`src/rtl/fp_sign_align_pipe.sv`:
```
// Front end of an FP adder: effective operation, result sign, operand order, alignment shift, special flags.
// Two register stages (operand capture + magnitude compare, then result); 2-cycle latency, one result per cycle.
// Valid/ready backpressure: in_ready = S1 empty or S2 loading; outputs hold while out_valid & ~out_ready.
module fp_sign_align_pipe #(
    parameter int  EXP_W = 8,
    parameter int  MAN_W = 23,
    localparam int WIDTH = 1 + EXP_W + MAN_W
) (
    input  logic             clk,
    input  logic             rst,
    input  logic             in_valid,
    output logic             in_ready,
    input  logic [WIDTH-1:0] x,
    input  logic [WIDTH-1:0] y,
    input  logic             operation_select,
    input  logic             rm_down,
    output logic             out_valid,
    input  logic             out_ready,
    output logic             sign_r,
    output logic             swap,
    output logic             eff_sub,
    output logic [EXP_W-1:0] exp_big,
    output logic [EXP_W-1:0] exp_diff,
    output logic             out_nan,
    output logic             out_inf
);

    // Stage 1 state: captured operands plus registered magnitude compare
    logic             s1_vld;
    logic [WIDTH-1:0] s1_x;
    logic [WIDTH-1:0] s1_y;
    logic             s1_op;
    logic             s1_rm;
    logic             s1_gt;
    logic             s1_eq;

    // Stage advance: S2 moves whenever it is empty or being drained, S1 whenever S2 can take its entry
    logic s2_load;
    logic s1_load;

    assign s2_load  = ~out_valid | out_ready;
    assign s1_load  = ~s1_vld | s2_load;
    assign in_ready = s1_load;

    // Stage 1: capture operands and compare {exp,mantissa} as one unsigned magnitude
    always_ff @(posedge clk) begin
        if (rst) begin
            s1_vld <= 1'b0;
            s1_x   <= '0;
            s1_y   <= '0;
            s1_op  <= 1'b0;
            s1_rm  <= 1'b0;
            s1_gt  <= 1'b0;
            s1_eq  <= 1'b0;
        end else if (s1_load) begin
            s1_vld <= in_valid;
            if (in_valid) begin
                s1_x  <= x;
                s1_y  <= y;
                s1_op <= operation_select;
                s1_rm <= rm_down;
                s1_gt <= (x[WIDTH-2:0] > y[WIDTH-2:0]);
                s1_eq <= (x[WIDTH-2:0] == y[WIDTH-2:0]);
            end
        end
    end

    // Stage 2 combinational result derived from the stage-1 registers
    logic             sx;
    logic             sb;
    logic             sub_c;
    logic [EXP_W-1:0] ex;
    logic [EXP_W-1:0] ey;
    logic [MAN_W-1:0] mx;
    logic [MAN_W-1:0] my;
    logic [EXP_W-1:0] ex_eff;
    logic [EXP_W-1:0] ey_eff;
    logic [EXP_W-1:0] big_c;
    logic [EXP_W-1:0] diff_c;
    logic             x_nan;
    logic             y_nan;
    logic             x_inf;
    logic             y_inf;
    logic             nan_c;
    logic             inf_c;
    logic             swap_c;
    logic             sign_c;

    assign sx    = s1_x[WIDTH-1];
    assign sb    = s1_op ? s1_y[WIDTH-1] : ~s1_y[WIDTH-1];
    assign sub_c = sx ^ sb;
    assign ex    = s1_x[WIDTH-2:MAN_W];
    assign ey    = s1_y[WIDTH-2:MAN_W];
    assign mx    = s1_x[MAN_W-1:0];
    assign my    = s1_y[MAN_W-1:0];

    // Subnormals (exp 0) align as if their exponent were 1
    assign ex_eff = (ex == '0) ? EXP_W'(1) : ex;
    assign ey_eff = (ey == '0) ? EXP_W'(1) : ey;

    // Larger effective exponent and a non-negative shift amount
    always_comb begin
        big_c  = ex_eff;
        diff_c = '0;
        if (ex_eff >= ey_eff) begin
            big_c  = ex_eff;
            diff_c = ex_eff - ey_eff;
        end else begin
            big_c  = ey_eff;
            diff_c = ey_eff - ex_eff;
        end
    end

    assign x_nan = (&ex) & (mx != '0);
    assign y_nan = (&ey) & (my != '0);
    assign x_inf = (&ex) & (mx == '0);
    assign y_inf = (&ey) & (my == '0);

    // Special-case priority: NaN, then infinity, then ordinary magnitude-based sign
    always_comb begin
        nan_c  = x_nan | y_nan | (x_inf & y_inf & sub_c);
        inf_c  = ~nan_c & (x_inf | y_inf);
        swap_c = ~s1_gt & ~s1_eq;
        sign_c = 1'b0;
        if (nan_c) begin
            sign_c = 1'b0;
        end else if (inf_c) begin
            sign_c = x_inf ? sx : sb;
        end else if (s1_gt) begin
            sign_c = sx;
        end else if (s1_eq) begin
            // Exact cancellation takes its sign from the rounding direction
            sign_c = sub_c ? s1_rm : sx;
        end else begin
            sign_c = sb;
        end
    end

    // Stage 2: result registers drive the outputs directly and hold under backpressure
    always_ff @(posedge clk) begin
        if (rst) begin
            out_valid <= 1'b0;
            sign_r    <= 1'b0;
            swap      <= 1'b0;
            eff_sub   <= 1'b0;
            exp_big   <= '0;
            exp_diff  <= '0;
            out_nan   <= 1'b0;
            out_inf   <= 1'b0;
        end else if (s2_load) begin
            out_valid <= s1_vld;
            if (s1_vld) begin
                sign_r   <= sign_c;
                swap     <= swap_c;
                eff_sub  <= sub_c;
                exp_big  <= big_c;
                exp_diff <= diff_c;
                out_nan  <= nan_c;
                out_inf  <= inf_c;
            end
        end
    end

endmodule

```
`config.mk`:
```
export PLATFORM = sky130hd
export DESIGN_NAME = fp_sign_align_pipe
export DESIGN_NICKNAME = d
export VERILOG_FILES = /design/src/rtl/fp_sign_align_pipe.sv
export SDC_FILE = /design/constraint.sdc
export NUM_CORES = 1
export LEC_CHECK = 0
export ABC_AREA = 1
export CAP_MARGIN = 10
export CORE_UTILIZATION = 53
export DETAILED_ROUTE_END_ITERATION = 12
export PLACE_DENSITY = 0.79
export SLEW_MARGIN = 40
export SYNTH_ARGS = -nofsm -noshare
export SYNTH_HDL_FRONTEND = slang
export SYNTH_SLANG_ARGS = --single-unit
```
`constraint.sdc`:
```
create_clock -name clk -period 2.7 [get_ports clk]
set_input_delay 0.675 -clock clk [delete_from_list [all_inputs] [get_ports clk]]
set_output_delay 0.675 -clock clk [all_outputs]
set_load 0.03 [all_outputs]
```
==> qor.yml, run 1 <==
via_count: 4885
critPathLaunch: "out_ready"
first_iter_violations: 144
yosys_most_used_dff: "dfxtp_1"
crit_chain: "clkdlybuf4s50_1 -> inv_1 -> nand3_2 -> clkdlybuf4s50_1"
fmax_mhz: 383
slowest_delay_ns: 0.67
grt_pass1_vias: 4630
max_cap_violations: 0
synth_xor_area_frac: 0.0168
swShare: 0.320
coreArea_mm2: 0.00942
dieArea_mm2: 0.0103
synth-async-reset-ratio: 0
relSlewSlack: 0.747
cts_sinks: 91
io_pins: 93
worstPathArrival_ns: 1.94
layout_commonest_cell: "nor2_1"
synth_top_family_by_area: "simple AND/OR/NAND/NOR gates"
grt_start_max_net_pins: 71
timing.setup.tns_ns: 0
clkPwrFrac: 0.301
final_layout_size_suffix_gt1_frac: 0.0490
clock_skew_ns: 0.0100
crit_path_end_kind: "primary output"
cpMaxStageDelayCell: "clkdlybuf4s50_1"
ys_seq_area_frac: 0.349
die_h_um: 101
fp.dieW_um: 101
cts_resized: 0
power_frac_seq: 0.428
viasPerCell: 5.06
timing.final.crit_share: 0.967
timing.rr.start: "s1_y[29]"
synth_nets: 880
place_congestion: 0.871
clk_pin_slew_worst_paths_ns: 0.09
htree_levels: 3
rsz0062_at_grt: "false"
place_inst: 950
synth-edff-count: 0
synthCells: 762
overflow: 0
dp_slack_ns: 0.0770
final_hold_viol_count: 0
cts.path.max_buffers: 2
powerDensity_mw_per_mm2: 543
p_switching_uw: 1120
hold_path.class: "register to register"
crit_top_cell: "clkdlybuf4s50_1"
numPortBuffers: 92
post_cts_buffers: 0
final_cell_mix: "nor2_1, nand2_1, inv_1"
setup_violations: 0
fin_nets: 950
syn_area_mm2: 0.00522
initial_core_util: 0.555
grt_pass1_wl_mm: 20.8
path_max_fanout: 3
drv_slew: 0
period_needed_ns: 2.61
cts_root_buffer: "clkbuf_8"
cts_buffers: 9
worstMarginPinSlew_ns: 0.376
route.detailed.drc: 0
leakagePower_uw: 0.00306
setup_ws_ns: 0.0886
min_from: "s1_x[22]"
diodes: 0
fp-row-count: 35
cts_hold_buffers: 0
synth.avg_cell_area_um2: 6.86
cp_top_family: "buffers and inverters"
clock_latency_ns: 0.36
crit_type: "primary input to primary output"
synthSimpleGateAreaFrac: 0.230
wl_mm: 12.6
p_comb_frac: 0.271
final_area_mm2: 0.00646
dpl.hpwl_mm: 9.90
antenna_found_initial: 0
synthAdderAreaFrac: 0.118
synth.distinct_cells: 30
p_total_uw: 3510
firstDrtPassIters: 5
cts_tree: "done"
peakVddDrop_v: 0.000268
synth_compound_area_frac: 0.176
crit_required_ns: 2.03
dpl_cell_area_mm2: 0.00624
status: "finished, final reports clean"
fin_cells: 966
gr-usage-all-layers: 0.259
ant_nets: 0
ys_warn_count: 0
synthMuxAreaShare: 0
syn_to_final_growth_pct: 23.7
critPathLaunchType: "primary input"
ys_ff_latch: 91
p_int_uw: 2390
wl_per_cell_um: 13.0
cp.buffers_inverters: 3
==> cells by family after synthesis <==
family,Yosys count
DFF,91
xor gates and xnor gates,10
and+or+nand+nor,297
AOI/OAI and AO/OA,173
buffers and inverters,143
adders and majority gates,48
==> synthesized netlist by cell type (2+ instances only) <==
master | number | share of area
o21ai_2 | 2 | 0.0034
a21oi_2 | 5 | 0.0084
nand3_1 | 26 | 0.025
o21ai_0 | 78 | 0.075
xor2_1 | 8 | 0.013
nor2_1 | 136 | 0.098
inv_1 | 96 | 0.069
fa_1 | 2 | 0.0077
buf_1 | 2 | 0.0014
a21oi_1 | 70 | 0.067
clkbuf_1 | 31 | 0.022
nor3_1 | 2 | 0.0019
o21a_1 | 4 | 0.0057
buf_6 | 4 | 0.0086
nand4_1 | 11 | 0.013
a21o_1 | 2 | 0.0029
buf_2 | 9 | 0.0086
dfxtp_1 | 91 | 0.35
ha_1 | 46 | 0.11
nand2_1 | 117 | 0.084
xnor2_1 | 2 | 0.0034
o21ai_1 | 10 | 0.0096
==> power by group through the flow <==
stage | registers [µW] | logic, µW | clock network, µW
after floorplan | 1570 | 596 | 0
after global placement | 1530 | 929 | 0
after detailed placement | 1530 | 950 | 0
after CTS | 1500 | 954 | 1060
after global routing | 1510 | 1080 | 1120
final | 1500 | 952 | 1060
==> tightest hold or removal path, delay by kind of cell, from the launching register on <==
| kind | cells | cell delay, ns |
|---|---|---|
| AOI/OAI and AO/OA | 1 | 0.06 |
| buffers and inverters | 1 | 0.06 |
| DFF | 1 | 0.31 |
==> metal layers <==
metal	up-vias	GRT usage	routed length [µm]
met4	0	0.0847	189
li1	2573	-	-
met3	18	0.0297	406
met1	2190	0.321	5790
met5	-	0	0
met2	104	0.468	6190
==> final cells by class <==
cell class	count	area, µm²
Fill cell	871	2950
Multi-Input combinational cell	528	2820
Sequential cell	91	1820
Timing Repair Buffer	105	1070
Inverter	97	364
Tap cell	129	161
Clock buffer	9	124
Clock inverter	7	98.8
==> stage by stage <==
stage	utilization	hold slack, ns
after floorplan	-	0.429
after global placement	0.663	0.440
after detailed placement	0.663	0.450
after CTS	0.686	0.463
after global routing	0.686	0.482
final	0.686	0.462
==> final timing paths <==
path                endpoint  cells past startpoint  slack [ns]
hold / removal      s1_x[22]                      2        0.46
setup / recovery    in_ready                      4        0.09
hold reg to reg     s1_x[22]                      2        0.46
setup reg to reg  exp_big[3]                     15        0.21
==> sequential cells by signal, indices dropped and copies added, names as in the netlist, 8 cells and up <==
register and flops:
exp_big 8, s1_x 32, exp_diff 8, s1_y 32
Power figures use the tool's default switching activity.
==> run 2, diff against run 1 <==
--- a/config.mk
+++ b/config.mk
@@ -7,9 +7,11 @@
 export LEC_CHECK = 0
 export ABC_AREA = 1
 export CAP_MARGIN = 10
+export CORE_MARGIN = 1
 export CORE_UTILIZATION = 53
 export DETAILED_ROUTE_END_ITERATION = 12
 export PLACE_DENSITY = 0.79
+export REMOVE_ABC_BUFFERS = 1
 export SLEW_MARGIN = 40
 export SYNTH_ARGS = -nofsm -noshare
 export SYNTH_HDL_FRONTEND = slang
==> run 2 against run 1 <==
Effect of this change: clock skew is 0.0061 ns higher; combinational power fell by 0.5%; count of clock-buffer cells in the layout is 2 higher; via count up 0.84%; clock power fell by 6%; total power is 1.8% lower; first-iteration DRC count grew 66%; register-to-register slack better by 0.06 ns; non-clock buffer count decreased by 1; critical endpoint unchanged; largest cell class unchanged.
==> qor.yml, run 2 (same netlist as run 1, synthesis figures left out) <==
rrSetupSlack_ns: 0.27  # was 0.21 ns
fp-row-count: 35  # unchanged
route.detailed.drc: 0  # unchanged
crit_required_ns: 2.03  # about the same
cts_hold_buffers: 0  # unchanged
cts_root_buffer: "clkbuf_8"  # unchanged
place_congestion: 0.899  # was 0.871
cts_sinks: 91  # unchanged
dieArea_mm2: 0.0103  # unchanged
numPortBuffers: 92  # unchanged
antenna_found_initial: 0  # unchanged
layout_commonest_cell: "nor2_1"  # unchanged
cts_buffers: 9  # unchanged
rsz0062_at_grt: "false"  # unchanged
die_h_um: 101  # unchanged
cts_tree: "done"  # unchanged
timing.final.crit_share: 0.959  # was 0.967
status: "finished, final reports clean"  # unchanged
whs_path_depth: 2  # unchanged
coreArea_mm2: 0.00942  # unchanged
wl_mm: 12.7  # was 12.6 mm
worstPathArrival_ns: 1.92  # was 1.94 ns
io_pins: 93  # unchanged
post_cts_buffers: 0  # unchanged
leakagePower_uw: 0.00305  # was 0.00306 µW
timing.rr.start: "s1_y[29]"  # unchanged
hold-path-endpoint: "s1_x[19]"  # was s1_x[22]
overflow: 0  # unchanged
final_hold_viol_count: 0  # unchanged
powerDensity_mw_per_mm2: 536  # was 543 mW/mm²
wl_per_cell_um: 13.1  # was 13.0 µm
final_cell_mix: "nor2_1, nand2_1, inv_1"  # unchanged
min_from: "s1_x[19]"  # was s1_x[22]
r2r_cells: 15  # unchanged
clock_skew_ns: 0.0161  # was 0.0100 ns
fin_nets: 949  # was 950
critPathLaunchType: "primary input"  # unchanged
htree_levels: 3  # unchanged
final_layout_size_suffix_gt1_frac: 0.0502  # was 0.0490
top_regs: "s1_x (32), s1_y (32)"  # unchanged
grt_pass1_vias: 4618  # was 4630
crit_path_end_kind: "primary output"  # unchanged
grt_start_max_net_pins: 73  # was 71
p_total_uw: 3450  # was 3510 µW
firstDrtPassIters: 4  # was 5
first_iter_violations: 239  # was 144
relSlewSlack: 0.767  # was 0.747
clock_latency_ns: 0.36  # about the same
dpl.hpwl_mm: 9.75  # was 9.90 mm
reg2reg_to: "exp_big[3]"  # unchanged
cts.path.max_buffers: 2  # unchanged
worstMarginPinSlew_ns: 0.349  # was 0.376 ns
cts_resized: 0  # unchanged
crit_type: "primary input to primary output"  # unchanged
grt_pass1_wl_mm: 20.9  # was 20.8 mm
period_needed_ns: 2.59  # was 2.61 ns
max_cap_violations: 0  # unchanged
clk_pin_slew_worst_paths_ns: 0.09  # about the same
viasPerCell: 5.10  # was 5.06
fp.dieW_um: 101  # unchanged
path_max_fanout: 3  # unchanged
ant_nets: 0  # unchanged
initial_core_util: 0.555  # unchanged
setup_ws_ns: 0.110  # was 0.0886 ns
hold_path.class: "register to register"  # unchanged
fmax_mhz: 386  # was 383 MHz
via_count: 4926  # was 4885
peakVddDrop_v: 0.000239  # was 0.000268 V
setup_violations: 0  # unchanged
dp_slack_ns: 0.110  # was 0.0770 ns
gr-usage-all-layers: 0.259  # about the same
drv_slew: 0  # unchanged
syn_to_final_growth_pct: 23.1  # was 23.7%
diodes: 0  # unchanged
run 2: cell types whose count changed in the layout (fill, tap and decap cells not counted), sizes merged:
| cell | before | now |
|---|---|---|
| buf | 13 | 12 |
| clkbuf | 9 | 11 |
| clkinv | 2 | 1 |
| bufinv | 2 | 1 |
run 2: final cells by class:
cell class                 instances  area, µm²
fill                             836       2990
tap                              129        161
clock inverter                     5       67.6
multi-input combinational        528       2830
clock buffer                      11        151
timing repair buffer             104       1040
sequential                        91       1820
inverter                          97        364
run 2: through the flow:
stage,utilization,hold WS (ns),instance area (µm²),cells,setup TNS [ns]
after floorplan,-,0.431,5010,716,-9.97
after global placement,0.659,0.439,6210,949,0
after detailed placement,0.659,0.447,6210,949,0
after CTS,0.683,0.461,6430,965,0
after global routing,0.683,0.486,6430,965,0
final,0.683,0.459,6430,965,0
run 2: critical path, stage by stage:
cell             delay, ns
clkdlybuf4s50_1       0.45
inv_1                 0.05
nand3_2               0.07
clkdlybuf4s50_1       0.67
run 2: worst max-delay path by stage:
stage | start | end | cells after the start
2_1_floorplan | out_ready | s1_x[0] | 6
3_3_place_gp | out_ready | in_ready | 4
3_5_place_dp | out_ready | in_ready | 4
4_1_cts | out_ready | in_ready | 4
5_1_grt | out_ready | in_ready | 4
6_report | out_ready | in_ready | 4
run 2: per-layer routing:
| layer | up-vias | track usage | routed length [µm] |
|---|---|---|---|
| met4 | 0 | 0.0914 | 242 |
| met5 | - | 0 | 0 |
| met2 | 114 | 0.470 | 6430 |
| met1 | 2223 | 0.307 | 5460 |
| li1 | 2569 | - | - |
| met3 | 20 | 0.0449 | 521 |
run 2: report_power, final:
group          switching, µW  leakage (µW)  total, µW  internal [µW]
Combinational            544       0.00218        947            403
Clock                    503      0.000112        996            493
Sequential              60.0      0.000755       1500           1440
==> run 3, diff against run 2 <==
--- a/config.mk
+++ b/config.mk
@@ -7,8 +7,10 @@
 export LEC_CHECK = 0
 export ABC_AREA = 1
 export CAP_MARGIN = 10
+export CELL_PAD_IN_SITES_DETAIL_PLACEMENT = 2
+export CELL_PAD_IN_SITES_GLOBAL_PLACEMENT = 2
 export CORE_MARGIN = 1
-export CORE_UTILIZATION = 53
+export CORE_UTILIZATION = 29
 export DETAILED_ROUTE_END_ITERATION = 12
 export PLACE_DENSITY = 0.79
 export REMOVE_ABC_BUFFERS = 1
==> run 3 against run 2 <==
Effect of this change: clock power grew 40%; sequential power is essentially flat; setup slack lost 0.027 ns; final cell count grew 10%; die area grew 81%; register-to-register slack lost 0.18 ns; critical path depth is the same; via count grew 5.5%; first-iteration DRC count shrank 50%; critical endpoint unchanged; largest power group unchanged.
==> qor.yml, run 3 (same netlist as run 1, synthesis figures left out) <==
drv_slew: 0  # unchanged
final_layout_size_suffix_gt1_frac: 0.0654  # was 0.0502
via_count: 5197  # was 4926
fp-row-count: 48  # was 35
critPathLaunchType: "primary input"  # unchanged
period_needed_ns: 2.62  # was 2.59 ns
path_max_fanout: 3  # unchanged
dieArea_mm2: 0.0186  # was 0.0103 mm²
die_h_um: 136  # was 101 µm
setup_ws_ns: 0.0829  # was 0.110 ns
cts_sinks: 91  # unchanged
antenna_found_initial: 0  # unchanged
fmax_mhz: 382  # was 386 MHz
hold_path.class: "register to register"  # unchanged
leakagePower_uw: 0.00312  # was 0.00305 µW
max_cap_violations: 0  # unchanged
grt_use_met1: 0.213  # was 0.307
dp_slack_ns: 0.0718  # was 0.110 ns
whs_path_depth: 2  # unchanged
grt_start_max_net_pins: 70  # was 73
fp.dieW_um: 136  # was 101 µm
initial_core_util: 0.300  # was 0.555
worstMarginPinSlew_ns: 0.382  # was 0.349 ns
wl_mm: 17.5  # was 12.7 mm
wl_per_cell_um: 16.4  # was 13.1 µm
use_met3: 0.0373  # was 0.0449
grt_pass1_wl_mm: 28.1  # was 20.9 mm
status: "finished, final reports clean"  # unchanged
first_iter_violations: 119  # was 239
cts_buffers: 9  # unchanged
powerDensity_mw_per_mm2: 585  # was 536 mW/mm²
coreArea_mm2: 0.0174  # was 0.00942 mm²
io_pins: 93  # unchanged
route.detailed.drc: 0  # unchanged
peakVddDrop_v: 0.000307  # was 0.000239 V
crit_required_ns: 2.03  # about the same
timing.final.crit_share: 0.969  # was 0.959
grt_pass1_vias: 5718  # was 4618
overflow: 0  # unchanged
clk_pin_slew_worst_paths_ns: 0.07  # was 0.09 ns
fin_nets: 954  # was 949
htree_levels: 3  # unchanged
crit_path_end_kind: "primary output"  # unchanged
layout_commonest_cell: "nor2_1"  # unchanged
cts_root_buffer: "clkbuf_16"  # was clkbuf_8
crit_type: "primary input to primary output"  # unchanged
worstPathArrival_ns: 1.94  # was 1.92 ns
dpl.hpwl_mm: 13.7  # was 9.75 mm
viasPerCell: 4.88  # was 5.10
numPortBuffers: 92  # unchanged
clock_latency_ns: 0.36  # about the same
grt.busiest_layer: "met2"  # unchanged
place_congestion: 0.852  # was 0.899
final_util: 0.387  # was 0.683
cts.path.max_buffers: 2  # unchanged
ant_nets: 0  # unchanged
diodes: 0  # unchanged
clock_skew_ns: 0.0118  # was 0.0161 ns
gr-usage-all-layers: 0.197  # was 0.259
met2_usage: 0.376  # was 0.470
syn_to_final_growth_pct: 29.0  # was 23.1%
final_hold_viol_count: 0  # unchanged
relSlewSlack: 0.742  # was 0.767
top_regs: "s1_x (32), s1_y (32)"  # unchanged
r2r_cells: 14  # was 15
cts_tree: "done"  # unchanged
setup_violations: 0  # unchanged
final_cell_mix: "nor2_1, nand2_1, inv_1, clkdlybuf4s50_1, dfxtp_1"  # was nor2_1, nand2_1, inv_1
holdWs_ns: 0.464  # was 0.459 ns
firstDrtPassIters: 4  # unchanged
==> run 3: cell count changes in the layout (fill, tap and decap cells not counted), moves of 2 or more <==
cell        delta
inv_2          +2
clkbuf_16      +9
clkinvlp_4     +2
buf_4          +3
nor2_2         +2
buf_12         +2
clkbuf_8      -11
nor2_1         -2
inv_1          -3
==> run 3: power breakdown <==
part	switching, µW	leakage, µW	internal (µW)
Sequential	69.2	0.000755	1440
Combinational	606	0.00220	429
Clock	577	0.000156	818
==> run 3: path summary, 6_finish.rpt <==
check / from / slack (ns) / endpoint
setup / recovery: out_ready / 0.08 / in_ready
hold reg to reg: s1_x[22] / 0.46 / s1_x[22]
setup reg to reg: s1_x[25] / 0.09 / exp_big[0]
hold / removal: s1_x[22] / 0.46 / s1_x[22]
==> run 3: timing repair <==
item                       in CTS  in global routing
hold buffers                    0                  0
hold endpoints to repair        0                  0
setup buffers                   0                  2
setup endpoints to repair       0                 11
gates resized for setup         0                 10
==> run 3: metal layers <==
metal | share of wire | routed length (µm)
met2 | 0.53 | 9270
met4 | 0.018 | 317
met5 | 0 | 0
met3 | 0.032 | 553
met1 | 0.42 | 7330
==> run 3: area by class of cell <==
type / count / area, µm²
Clock inverter: 7 / 98.8
Fill cell: 2029 / 10700
Inverter: 97 / 368
Timing Repair Buffer: 109 / 1100
Sequential cell: 91 / 1820
Clock buffer: 9 / 225
Tap cell: 225 / 282
Multi-Input combinational cell: 528 / 2840
==> run 3: metrics by stage <==
stage	instance area, µm²	std cells	total power (µW)	setup TNS (ns)
floorplan	5010	716	2110	-9.97
global placement	6380	1048	2500	0
detailed placement	6380	1048	2570	0
CTS	6700	1064	3980	0
global route	6740	1066	4160	-0.0964
finish	6740	1066	3940	0
==> run 3: critical path, cell delays in order <==
cell             delay (ns)
clkdlybuf4s50_1        0.46
inv_1                  0.06
nand3_2                0.08
clkdlybuf4s50_1        0.67
